--- src/rtl/axi_lite_master_queue.sv ---
// axi_lite_master_queue
// Queues read/write requests from the scheduled datapath in a DEPTH-entry FIFO
// and issues them in order as AXI4-lite transactions, one outstanding at a time.
// Each completion is returned with data and response code on a valid/ready port.
// Optional feature macro: AXI_TIMEOUT_EN adds a per-phase wait limit of
// TIMEOUT_CYCLES; on expiry the transaction completes with SLVERR (2'b10).
module axi_lite_master_queue #(
    parameter int DATA_WIDTH     = 32,
    parameter int ADDR_WIDTH     = 5,
    parameter int STRB_WIDTH     = DATA_WIDTH / 8,
    parameter int DEPTH          = 4,
    parameter int TIMEOUT_CYCLES = 256
) (
    input  logic                    clk,
    input  logic                    rst,

    input  logic                    req_valid,
    output logic                    req_ready,
    input  logic                    req_write,
    input  logic [ADDR_WIDTH-1:0]   req_addr,
    input  logic [DATA_WIDTH-1:0]   req_data,
    input  logic [STRB_WIDTH-1:0]   req_strb,

    output logic                    rsp_valid,
    input  logic                    rsp_ready,
    output logic                    rsp_write,
    output logic [DATA_WIDTH-1:0]   rsp_data,
    output logic [1:0]              rsp_resp,

    output logic                    busy,

    output logic [ADDR_WIDTH+1:0]   m_axil_awaddr,
    output logic                    m_axil_awvalid,
    input  logic                    m_axil_awready,
    output logic [DATA_WIDTH-1:0]   m_axil_wdata,
    output logic [STRB_WIDTH-1:0]   m_axil_wstrb,
    output logic                    m_axil_wvalid,
    input  logic                    m_axil_wready,
    input  logic [1:0]              m_axil_bresp,
    input  logic                    m_axil_bvalid,
    output logic                    m_axil_bready,
    output logic [ADDR_WIDTH+1:0]   m_axil_araddr,
    output logic                    m_axil_arvalid,
    input  logic                    m_axil_arready,
    input  logic [DATA_WIDTH-1:0]   m_axil_rdata,
    input  logic [1:0]              m_axil_rresp,
    input  logic                    m_axil_rvalid,
    output logic                    m_axil_rready
);

    localparam int PTR_W   = $clog2(DEPTH);
    localparam int CNT_W   = PTR_W + 1;
    localparam int ENTRY_W = 1 + ADDR_WIDTH + DATA_WIDTH + STRB_WIDTH;

    // Reject configurations the FIFO pointer arithmetic cannot handle.
    generate
        if (DEPTH < 2 || (DEPTH & (DEPTH - 1)) != 0) begin : g_bad_depth
            $error("DEPTH must be a power of 2 and at least 2");
        end
        if (DATA_WIDTH % 8 != 0 || STRB_WIDTH != DATA_WIDTH / 8) begin : g_bad_width
            $error("DATA_WIDTH must be a multiple of 8 and STRB_WIDTH = DATA_WIDTH/8");
        end
        if (TIMEOUT_CYCLES < 1) begin : g_bad_timeout
            $error("TIMEOUT_CYCLES must be at least 1");
        end
    endgenerate

    typedef enum logic [2:0] {
        IDLE,
        WR_REQ,
        WR_RESP,
        RD_REQ,
        RD_RESP,
        RSP
    } state_t;

    // ------------------------------------------------------------------
    // Request FIFO: entry = {write, addr, data, strb}
    // ------------------------------------------------------------------
    logic [ENTRY_W-1:0]    fifo_mem [DEPTH];
    logic [PTR_W-1:0]      wr_ptr_reg;
    logic [PTR_W-1:0]      rd_ptr_reg;
    logic [CNT_W-1:0]      count_reg;
    logic                  fifo_full;
    logic                  fifo_empty;
    logic                  push;
    logic                  pop;
    logic [ENTRY_W-1:0]    head_entry;
    logic                  head_write;
    logic [ADDR_WIDTH-1:0] head_addr;
    logic [DATA_WIDTH-1:0] head_data;
    logic [STRB_WIDTH-1:0] head_strb;

    state_t                state_reg;

    assign fifo_full  = (count_reg == CNT_W'(DEPTH));
    assign fifo_empty = (count_reg == '0);
    assign req_ready  = !fifo_full;
    assign push       = req_valid && !fifo_full;
    assign pop        = (state_reg == IDLE) && !fifo_empty;

    assign head_entry = fifo_mem[rd_ptr_reg];
    assign head_write = head_entry[ENTRY_W-1];
    assign head_addr  = head_entry[ENTRY_W-2 -: ADDR_WIDTH];
    assign head_data  = head_entry[STRB_WIDTH +: DATA_WIDTH];
    assign head_strb  = head_entry[STRB_WIDTH-1:0];

    // Storage array: written on push, no reset needed for the payload.
    always_ff @(posedge clk) begin
        if (push) begin
            fifo_mem[wr_ptr_reg] <= {req_write, req_addr, req_data, req_strb};
        end
    end

    // Pointer and occupancy bookkeeping; pointers wrap naturally at DEPTH.
    always_ff @(posedge clk) begin
        if (!rst) begin
            wr_ptr_reg <= '0;
            rd_ptr_reg <= '0;
            count_reg  <= '0;
        end else begin
            if (push) begin
                wr_ptr_reg <= wr_ptr_reg + PTR_W'(1);
            end
            if (pop) begin
                rd_ptr_reg <= rd_ptr_reg + PTR_W'(1);
            end
            case ({push, pop})
                2'b10:   count_reg <= count_reg + CNT_W'(1);
                2'b01:   count_reg <= count_reg - CNT_W'(1);
                default: count_reg <= count_reg;
            endcase
        end
    end

    // ------------------------------------------------------------------
    // Transaction state
    // ------------------------------------------------------------------
    logic                  cur_write_reg;
    logic                  aw_done_reg;
    logic                  w_done_reg;
    logic [ADDR_WIDTH+1:0] awaddr_reg;
    logic [DATA_WIDTH-1:0] wdata_reg;
    logic [STRB_WIDTH-1:0] wstrb_reg;
    logic [ADDR_WIDTH+1:0] araddr_reg;
    logic                  awvalid_reg;
    logic                  wvalid_reg;
    logic                  bready_reg;
    logic                  arvalid_reg;
    logic                  rready_reg;
    logic                  rsp_valid_reg;
    logic                  rsp_write_reg;
    logic [DATA_WIDTH-1:0] rsp_data_reg;
    logic [1:0]            rsp_resp_reg;

    logic                  aw_hs;
    logic                  w_hs;
    logic                  in_wait;
    logic                  phase_done;
    logic                  timeout_hit;

    assign aw_hs = awvalid_reg && m_axil_awready;
    assign w_hs  = wvalid_reg && m_axil_wready;

    assign in_wait = (state_reg == WR_REQ) || (state_reg == WR_RESP) ||
                     (state_reg == RD_REQ) || (state_reg == RD_RESP);

    // The handshake that ends the current AXI phase, if it happens this cycle.
    always_comb begin
        phase_done = 1'b0;
        case (state_reg)
            WR_REQ:  phase_done = (aw_done_reg || aw_hs) && (w_done_reg || w_hs);
            WR_RESP: phase_done = bready_reg && m_axil_bvalid;
            RD_REQ:  phase_done = arvalid_reg && m_axil_arready;
            RD_RESP: phase_done = rready_reg && m_axil_rvalid;
            default: phase_done = 1'b0;
        endcase
    end

`ifdef AXI_TIMEOUT_EN
    localparam int TO_W = $clog2(TIMEOUT_CYCLES + 1);

    logic [TO_W-1:0] phase_cnt_reg;

    // Counts cycles spent waiting in the current phase; restarts on each new phase.
    always_ff @(posedge clk) begin
        if (!rst || !in_wait || phase_done) begin
            phase_cnt_reg <= '0;
        end else begin
            phase_cnt_reg <= phase_cnt_reg + TO_W'(1);
        end
    end

    assign timeout_hit = in_wait && !phase_done &&
                         (phase_cnt_reg == TO_W'(TIMEOUT_CYCLES - 1));
`else
    assign timeout_hit = 1'b0;
`endif

    // Main sequencer: one AXI-lite transaction at a time, all outputs registered.
    always_ff @(posedge clk) begin
        if (!rst) begin
            state_reg     <= IDLE;
            cur_write_reg <= 1'b0;
            aw_done_reg   <= 1'b0;
            w_done_reg    <= 1'b0;
            awaddr_reg    <= '0;
            wdata_reg     <= '0;
            wstrb_reg     <= '0;
            araddr_reg    <= '0;
            awvalid_reg   <= 1'b0;
            wvalid_reg    <= 1'b0;
            bready_reg    <= 1'b0;
            arvalid_reg   <= 1'b0;
            rready_reg    <= 1'b0;
            rsp_valid_reg <= 1'b0;
            rsp_write_reg <= 1'b0;
            rsp_data_reg  <= '0;
            rsp_resp_reg  <= 2'b00;
        end else if (timeout_hit) begin
            // Abandon the phase: release the bus and report SLVERR.
            awvalid_reg   <= 1'b0;
            wvalid_reg    <= 1'b0;
            bready_reg    <= 1'b0;
            arvalid_reg   <= 1'b0;
            rready_reg    <= 1'b0;
            rsp_valid_reg <= 1'b1;
            rsp_write_reg <= cur_write_reg;
            rsp_data_reg  <= '0;
            rsp_resp_reg  <= 2'b10;
            state_reg     <= RSP;
        end else begin
            case (state_reg)
                IDLE: begin
                    if (!fifo_empty) begin
                        cur_write_reg <= head_write;
                        aw_done_reg   <= 1'b0;
                        w_done_reg    <= 1'b0;
                        if (head_write) begin
                            awaddr_reg  <= {head_addr, 2'b00};
                            wdata_reg   <= head_data;
                            wstrb_reg   <= head_strb;
                            awvalid_reg <= 1'b1;
                            wvalid_reg  <= 1'b1;
                            state_reg   <= WR_REQ;
                        end else begin
                            araddr_reg  <= {head_addr, 2'b00};
                            arvalid_reg <= 1'b1;
                            state_reg   <= RD_REQ;
                        end
                    end
                end
                WR_REQ: begin
                    if (aw_hs) begin
                        awvalid_reg <= 1'b0;
                        aw_done_reg <= 1'b1;
                    end
                    if (w_hs) begin
                        wvalid_reg <= 1'b0;
                        w_done_reg <= 1'b1;
                    end
                    if (phase_done) begin
                        bready_reg <= 1'b1;
                        state_reg  <= WR_RESP;
                    end
                end
                WR_RESP: begin
                    if (phase_done) begin
                        bready_reg    <= 1'b0;
                        rsp_valid_reg <= 1'b1;
                        rsp_write_reg <= 1'b1;
                        rsp_data_reg  <= '0;
                        rsp_resp_reg  <= m_axil_bresp;
                        state_reg     <= RSP;
                    end
                end
                RD_REQ: begin
                    if (phase_done) begin
                        arvalid_reg <= 1'b0;
                        rready_reg  <= 1'b1;
                        state_reg   <= RD_RESP;
                    end
                end
                RD_RESP: begin
                    if (phase_done) begin
                        rready_reg    <= 1'b0;
                        rsp_valid_reg <= 1'b1;
                        rsp_write_reg <= 1'b0;
                        rsp_data_reg  <= m_axil_rdata;
                        rsp_resp_reg  <= m_axil_rresp;
                        state_reg     <= RSP;
                    end
                end
                RSP: begin
                    if (rsp_ready) begin
                        rsp_valid_reg <= 1'b0;
                        state_reg     <= IDLE;
                    end
                end
                default: begin
                    state_reg <= IDLE;
                end
            endcase
        end
    end

    assign busy           = !fifo_empty || (state_reg != IDLE);

    assign m_axil_awaddr  = awaddr_reg;
    assign m_axil_awvalid = awvalid_reg;
    assign m_axil_wdata   = wdata_reg;
    assign m_axil_wstrb   = wstrb_reg;
    assign m_axil_wvalid  = wvalid_reg;
    assign m_axil_bready  = bready_reg;
    assign m_axil_araddr  = araddr_reg;
    assign m_axil_arvalid = arvalid_reg;
    assign m_axil_rready  = rready_reg;

    assign rsp_valid      = rsp_valid_reg;
    assign rsp_write      = rsp_write_reg;
    assign rsp_data       = rsp_data_reg;
    assign rsp_resp       = rsp_resp_reg;

endmodule

--- config.mk ---
export PLATFORM = sky130hd
export DESIGN_NAME = axi_lite_master_queue
export DESIGN_NICKNAME = d
export VERILOG_FILES = /design/src/rtl/axi_lite_master_queue.sv
export SDC_FILE = /design/constraint.sdc
export NUM_CORES = 1
export LEC_CHECK = 0
export ABC_AREA = 1
export BUFFER_PORTS_ARGS = -buffer_cell sky130_fd_sc_hd__clkbuf_2
export CAP_MARGIN = 10
export CORE_MARGIN = 5
export CORE_UTILIZATION = 55
export DETAILED_ROUTE_END_ITERATION = 8
export GPL_TIMING_DRIVEN = 0
export HOLD_SLACK_MARGIN = 0.06
export PLACE_DENSITY = 0.8
export SKIP_CTS_REPAIR_TIMING = 1
export SYNTH_ARGS = -nofsm -noshare
export SYNTH_HDL_FRONTEND = slang
export SYNTH_SLANG_ARGS = --single-unit
--- constraint.sdc ---
create_clock -name clk -period 8.35 [get_ports clk]
set_input_delay 0.835 -clock clk [delete_from_list [all_inputs] [get_ports clk]]
set_output_delay 0.835 -clock clk [all_outputs]
set_load 0.03 [all_outputs]
; After elaboration in Yosys (flattened, before gate mapping)
; Memories as Yosys holds them, arrays and structs flattened. A register that Yosys moved wholly into a read port is not among the register bits.
; Index checks and enable logic that the tools add are counted.
[word_totals]
regBits = 99
mem_bits_rw = 168
out_inout_bits = 93
wordCells = 121
memories = 1
[op_classes]
addsub = 4
n_eq_ne = 19
mux = 40
n_bitwise = 2
n_reduce_logical = 36
[memory_table]
columns = name, words, word_bits, rd, rd_clocked_by_memory_dff, write_ports, line_no
row1 = fifo_mem, 4, 42, 1, 1, 1, 80  ; logic [ENTRY_W-1:0] fifo_mem [DEPTH];
[op_table]
columns = cell, count
row1 = 32-bit two-way mux, 2
row2 = 32-bit case mux with 2 select lines, 1
row3 = 3-bit AND reduction, 8
row4 = 2-bit inequality test (second input constant), 10
row5 = 1-bit case mux with 2 select lines, 9
row6 = 3-bit two-way mux, 5
row7 = 3-bit case mux with 5 select lines, 1
row8 = 1-bit two-way mux, 14
row9 = 2-bit nonzero test, 7
row10 = 4-bit AND reduction, 3
row11 = 2-bit two-way mux, 5
row12 = 3-bit equality test (second input constant), 3
row13 = 1-bit logical AND, 8
row14 = 3-bit by 2-bit equality test with 1-bit output (second input constant), 2
row15 = 3-bit zero test, 2
row16 = 3-bit case mux with 2 select lines, 1
row17 = 5-bit AND reduction, 1
row18 = 2-bit by 1-bit adder with 2-bit output (second input constant), 2
row19 = 1-bit case mux with 4 select lines, 1
row20 = 2-bit case mux with 2 select lines, 1
row21 = 3-bit by 1-bit adder with 3-bit output (second input constant), 1
row22 = 3-bit by 1-bit equality test with 1-bit output (second input constant), 1
row23 = 1-bit logical OR, 3
row24 = 3-bit nonzero test, 1
row25 = other kinds (7), 9

; Longest topological paths before layout
; Gate-level depths: netlist (run 1).
[depth]
ltp_word = 6
depth_mapped = 11
mapped_depth_nobuf = 10

; Worst setup path after synthesis (run 1)
; No wires, ideal clock.
[synth_timing]
path_type = input -> register
start = in req_valid
end = mem fifo_mem[0][0] (netlist name) (enable)
setup_time_ns = 0.442
t_arrival_ns = 2.793
path_slack_ns = 5.115
path_stages = 2
path_buffers = 0
cell_sequence = nand2_1 nor2_1
[synth_between]
elab_chain_cells = 3
[synth_lines]
columns = item, line_no
row1 = "start, declared", 17  ; input logic req_valid,
row2 = 1-bit logical AND, 99  ; assign push = req_valid && !fifo_full;
row3 = 1-bit two-way mux, 110  ; if (push) begin
row4 = 1-bit two-way mux (not written as such), 111  ; fifo_mem[wr_ptr_reg] <= {req_write, req_addr, req_data, req_strb};
row5 = "end, declared", 80
; Every way passes these cells.

; Final worst setup path (run 1)
[layout_timing]
start = reg count_reg[2]
end = out busy
[layout_between]
elab_chain_cells = 3
[layout_lines]
columns = item, line_no
row1 = "start, declared", 83  ; logic [CNT_W-1:0] count_reg;
row2 = "start signal, assigned", 129  ; 2'b10: count_reg <= count_reg + CNT_W'(1);
row3 = "start signal, assigned", 130  ; 2'b01: count_reg <= count_reg - CNT_W'(1);
row4 = "start signal, assigned", 131  ; default: count_reg <= count_reg;
row5 = 3-bit zero test, 97  ; assign fifo_empty = (count_reg == '0);
row6 = 1-bit zero test, 307  ; assign busy = !fifo_empty || (state_reg != IDLE);
row7 = 1-bit logical OR, 307
row8 = "end, declared", 30  ; output logic busy,
; Every way passes these cells.

==> metrics.md, run 1 <==
| Metric | Value |
|---|---|
| Status | completed |
| Most frequent cells in the layout | clkbuf_2, edfxtp_1, nor2_1 |
| Fin Clk Skew | 0.0226 ns |
| Number of vias per cell | 5.46 |
| Die area | 0.0212 sq mm |
| WL final | 24300 um |
| DP Worst Slack | 5.67 ns |
| Synthesis-stage register bit count | 269 |
| Crit path kind | flip-flop to output pin |
| Fin crit period | 2.58 ns |
| CTS H-tree lvls | 1 |
| WP data required | 7.52 ns |
| Post-synth cell types | 38 |
| First-pass GRT wire length | approximately 38000 um |
| Critical path startpoint category | flip-flop |
| Most used DFF post-synth | edfxtp_1 |
| Core ar. | around 0.018 sq mm |
| Clk sink count | ~270 |
| Fillers | roughly 1400 |
| IO buf count | 175 |
| CP max FO | 6 |
| RSZ-0062 raised after global routing | false |
| Relative slew slack | around a third |
| Synth Cell Area | 0.0101 sq mm |
| CP endpoint kind | output pin |
| Worst-case clock buffer depth | 3 |
| DP Wirelength | 16300 um |
| Fmax | between 300 and 400 MHz |
| Number of max-cap violations | 0 |
| DR pass1 iterations | 5 |
| Io pins | 180 |
| Grt ovf | 0 |
| Die extent in x | 146 um |
| HP Class | flip-flop to flip-flop |
| Post-synthesis sequential area ratio | between 60 and 70% |
| Max reg flops | 168 |
| Global Route Usage Sum | 22.1% |
| DR DRC count | 0 |
| Area growth, synth to finish | 21.2% |
| P per Cell Area | 352 mW/mm^2 |
| Final nets | about 1200 |
| Final hold vios | 0 |
| CTS tree | built |
| Setup ws final | 5.77 ns |
| Syn avg cell area | about 11 sq um |
| CTS root buffer | clkbuf_16 |
| Fraction of registers with async set or reset after synthesis | 0% |
| Row count | 49 |
| Static Leak | 4.80 nW |
| Multi-input logic area | 0.00269 sq mm |
| Layout Utilization | 68.1% |
| Vias in the first global route | 7441 |
| Worst-Margin Slew | 0.992 ns |
| EDFF count, synth | 168 |
| Initial Utilization | 56.2% |
| Mapped Cells | 907 |
| VDD IR-drop max | 223 uV |
| Ys Warns | 0 |
| Power Total | between 4 and 5 mW |
| Clock transition at path regs | ~0.06 ns |
| Pin count of the biggest net entering global routing | 28 |
| Final setup vio count | 0 |
| Storage cell area | 0.00707 sq mm |
| Period Utilization, post-route | about 31% |
| Initial antenna violation count | 1 |
| Die height | 146 um |
| DRT antenna net count | 0 |
| Routed wire per std cell | 17.7 um |
| Final Max Tran Viols | 0 |
| Total negative slack | 0 ns |
| Inserted Clock Buffers | 26 |
| Most common cell after layout, fill and taps aside | clkbuf_2 |
| CP Data Arrival Time | ~1.8 ns |
| Layout cells sized above 1 | 24.1% |
| Routed via count | 7469 |
| Routability cong. | slightly below 0.9 |
| Clk_lat worst skew | 0.53 ns |
| DRT iter0 DRCs | 513 |
==> metrics by stage <==
stage | instance area [sq um] | instances | hold slack, ns
3_5_place_dp | 11400 | 1318 | 0.450
3_3_place_gp | 11300 | 1314 | 0.444
2_1_floorplan | 10100 | 910 | 0.434
5_1_grt | 12300 | 1367 | 0.478
6_report | 12300 | 1367 | 0.459
4_1_cts | 12300 | 1366 | 0.461
==> synth_stat cells (3+ instances only) <==
| library cell | number | area share, % |
|---|---|---|
| edfxtp_1 | 168 | 50 |
| nor2_1 | 166 | 6.2 |
| o21ai_0 | 125 | 6.2 |
| nand2_1 | 106 | 3.9 |
| dfxtp_1 | 101 | 20 |
| a21oi_1 | 54 | 2.7 |
| o22ai_1 | 38 | 2.3 |
| clkbuf_1 | 29 | 1.1 |
| inv_1 | 27 | 1.0 |
| nor2_2 | 11 | 0.68 |
| buf_2 | 10 | 0.49 |
| nand3_1 | 9 | 0.44 |
| buf_6 | 8 | 0.89 |
| o21ai_1 | 8 | 0.40 |
| buf_4 | 5 | 0.37 |
| ha_1 | 5 | 0.62 |
| a32o_1 | 3 | 0.30 |
| inv_2 | 3 | 0.11 |
| nand2_2 | 3 | 0.19 |
| nor2_4 | 3 | 0.33 |
| nor3_1 | 3 | 0.15 |
==> cells by family after synthesis <==
logic type               after synthesis  share of synthesized area, %
AND/OR/NAND/NOR                      309                          12.7
AO/OA/AOI/OAI                        237                          12.6
other                                  1                        0.0370
buffers and inverters                 85                          4.10
flip-flops                           269                          69.8
adder cells (fa/ha/maj)                6                         0.815
==> worst max-delay path, cell delays in order (launching register included) <==
cell and delay, ns:
dfxtp_1 0.33, nor3_2 0.40, inv_1 0.08, nor2_1 0.18, inv_1 0.06, clkbuf_2 0.18
==> area by class of cell <==
class / count / share of cell area, %
Tap cell: 229 / 2.33
Sequential cell: 269 / 57.6
Clock inverter: 11 / 1.05
Antenna cell: 1 / 0.0204
Timing Repair Buffer: 179 / 7.91
Inverter: 31 / 0.969
Buffer: 54 / 2.42
Multi-Input combinational cell: 556 / 21.9
Clock buffer: 37 / 5.81
==> per-layer routing <==
metal / vias to the layer above / global-route usage [%] / share of wire (%)
li1: 3577 / - / -
met5: - / 0 / 0
met1: 3526 / 28.0 / 41
met2: 317 / 38.0 / 49
met3: 49 / 4.36 / 7.6
met4: 0 / 7.98 / 2.8
==> final timing paths <==
kind,to,from,slack (ns),depth (start not counted)
hold / removal,rsp_data[31],rsp_data[31],0.46,2
hold reg to reg,rsp_data[31],rsp_data[31],0.46,2
setup reg to reg,count_reg[2],state_reg[0],5.97,10
setup / recovery,busy,count_reg[2],5.77,5
==> power by group <==
group	switching, mW	internal, mW
logic	1.01	0.418
registers	0.0985	1.64
clock network	0.467	0.687
total	1.57	2.75
(Power assumes the default switching activity.)
==> run 2: changes to the inputs <==
clock period = 2.4 ns   (was 8.35 ns; I/O delays follow)
==> metrics.md, run 2 (synthesized netlist as in run 1, its figures left out) <==
| Metric | Value |
|---|---|
| Status | completed |
| Layout cells sized above 1 | 23.0% (-1.1 points) |
| VDD IR-drop max | 1040 uV (+370%) |
| Clk_lat worst skew | 0.52 ns (about the same) |
| Global-route met2 utilization | 38.0% (unchanged) |
| WP data required | 2.80 ns (-4.72 ns) |
| Hold endpoint | rsp_write |
| Multi-input logic area | 0.00269 sq mm (+0.19%) |
| CTS H-tree lvls | 1 (unchanged) |
| Core ar. | 0.0180 sq mm (unchanged) |
| Most used routing layer | met2 |
| Fillers | 1192 (-12%) |
| Storage cell area | 0.00707 sq mm (unchanged) |
| Static Leak | 5.14 nW (+7.0%) |
| Max reg flops | 168 (unchanged) |
| Routed wire per std cell | 18.1 um (+2.2%) |
| Placed Instances | 1318 (unchanged) |
| First-pass GRT wire length | 38300 um (+0.14%) |
| DRT iter0 DRCs | 653 (+27%) |
| CTS root buffer | clkbuf_16 |
| Die height | 146 um (unchanged) |
| Initial Utilization | 56.2% (unchanged) |
| Worst R2R Setup Slack | 0.24 ns (-5.73 ns) |
| DRT antenna net count | 0 (unchanged) |
| Grt ovf | 0 (unchanged) |
| Most frequent cells in the layout | clkbuf_2, edfxtp_1, nor2_1 |
| Global Route Usage Sum | 22.1% (-0.060 points) |
| CP Data Arrival Time | 2.56 ns (+0.81 ns) |
| DR pass1 iterations | 7 (+2) |
| WL final | 26300 um (+8.3%) |
| Period Utilization, post-route | 90.0% |
| Pin count of the biggest net entering global routing | 29 (+3.6%) |
| Final setup vio count | 0 (unchanged) |
| Row count | 49 (unchanged) |
| P per Cell Area | 1160 mW/mm^2 (+230%) |
| Inserted Clock Buffers | 27 (+3.8%) |
| Total negative slack | 0 ns (unchanged) |
| Io pins | 180 (unchanged) |
| Met3 usage | 4.24% (-0.12 points) |
| Initial antenna violation count | 1 (unchanged) |
| Clk sink count | 269 (unchanged) |
| Die extent in x | 146 um (unchanged) |
| Number of vias per cell | 5.48 (+0.27%) |
| Reg-to-reg endpoint | count_reg[2] |
| Worst hold start | m_axil_bvalid |
| DP Wirelength | 15900 um (-2.3%) |
| Fin Clk Skew | 0.00842 ns (-0.0142 ns) |
| Vias in the first global route | 7555 (+1.5%) |
| Routability cong. | 0.836 (-3.6%) |
| Die area | 0.0212 sq mm (unchanged) |
| IO buf count | 175 (unchanged) |
| Crit path kind | flip-flop to flip-flop |
| Hold path cells | 5 (+3) |
| Clock transition at path regs | 0.06 ns (about the same) |
| R2r startpoint | state_reg[0] |
| Worst-case clock buffer depth | 3 (unchanged) |
| Met1 usage | 27.7% (-0.26 points) |
| Final nets | 1291 (+6.7%) |
| DR DRC count | 0 (unchanged) |
| RSZ-0062 raised after global routing | false |
| Fmax | 463 MHz |
| Final hold vios | 0 (unchanged) |
| CP max FO | 7 (+1) |
| CTS tree | built |
| Layout Cells excl Fill | 1448 (+5.9%) |
| Worst-Margin Slew | 0.688 ns (-0.304 ns) |
| Fin crit period | around 2.2 ns |
| Area growth, synth to finish | 29.1% |
| Relative slew slack | 54.1% (+20 points) |
| HP Class | input pin to flip-flop |
| Number of max-cap violations | 0 (unchanged) |
| Reg2Reg Depth | 10 (unchanged) |
| Final Max Tran Viols | 0 (unchanged) |
| Most common cell after layout, fill and taps aside | clkbuf_2 |
| Critical path startpoint category | flip-flop |
| Routed via count | 7933 (+6.2%) |
| CP endpoint kind | flip-flop |
## run 2: changes by cell type in the layout (fill, tap and decap cells not counted), sizes merged
cell         change
dlygate4sd3     +80
clkinv           +4
clkbuf           -3
clkinvlp         +2
bufinv           -1
inv              -1
## run 2: metal layers
| layer | vias to the layer above | part of all wire, % | wire length, um |
|---|---|---|---|
| met4 | 0 | 3.6 | 936 |
| met5 | - | 0 | 0 |
| met1 | 3758 | 38 | 9980 |
| met3 | 77 | 7.4 | 1930 |
| li1 | 3741 | - | - |
| met2 | 357 | 51 | 13400 |
## run 2: final cells by class
type                       count  share of cell area (%)
clock buffer                  34                    5.60
timing repair buffer         259                    13.4
antenna                        1                  0.0191
sequential                   269                    54.0
inverter                      31                   0.909
buffer                        54                    2.27
multi-input combinational    556                    20.6
tap                          229                    2.19
clock inverter                15                   0.947
## run 2: worst max-delay path: stages (launching register included)
cell	delay, ns
dfxtp_1	0.37
nor2_4	0.20
nand2_4	0.10
nor2_2	0.27
ha_1	0.20
inv_1	0.07
fa_1	0.37
a21oi_1	0.14
o21ai_0	0.11
o21ai_0	0.15
a21oi_1	0.06
## run 2: worst max-delay path by stage
stage                       startpoint         endpoint  slack (ns)  cells after the start
after floorplan           count_reg[1]   fifo_mem[0][0]       -0.14                      4
after global placement    count_reg[1]  fifo_mem[3][30]       -0.77                      4
after detailed placement  state_reg[0]     count_reg[2]        0.13                     10
after CTS                 state_reg[0]     count_reg[2]        0.13                     10
after global routing      state_reg[0]     count_reg[2]        0.04                     10
final                     state_reg[0]     count_reg[2]        0.24                     10
## run 2: power breakdown
group	switching [mW]	internal [mW]	total, mW
sequential	0.342	5.72	6.06
clock	1.67	2.36	4.04
combinational	3.59	1.53	5.12
total	5.61	9.61	15.2
## run 2: through the flow
stage	worst slack, ns	instance area [sq um]	utilization (%)	power (mW)	hold WS [ns]
finish	0.241	13100	72.5	15.2	0.147
global route	0.0417	13100	72.5	16.0	0.150
CTS	0.131	12300	68.1	15.1	-0.0835
detailed placement	0.135	11400	63.3	11.0	0.451
global placement	-0.769	11300	62.8	10.9	0.448
floorplan	-0.142	10100	-	9.49	0.339
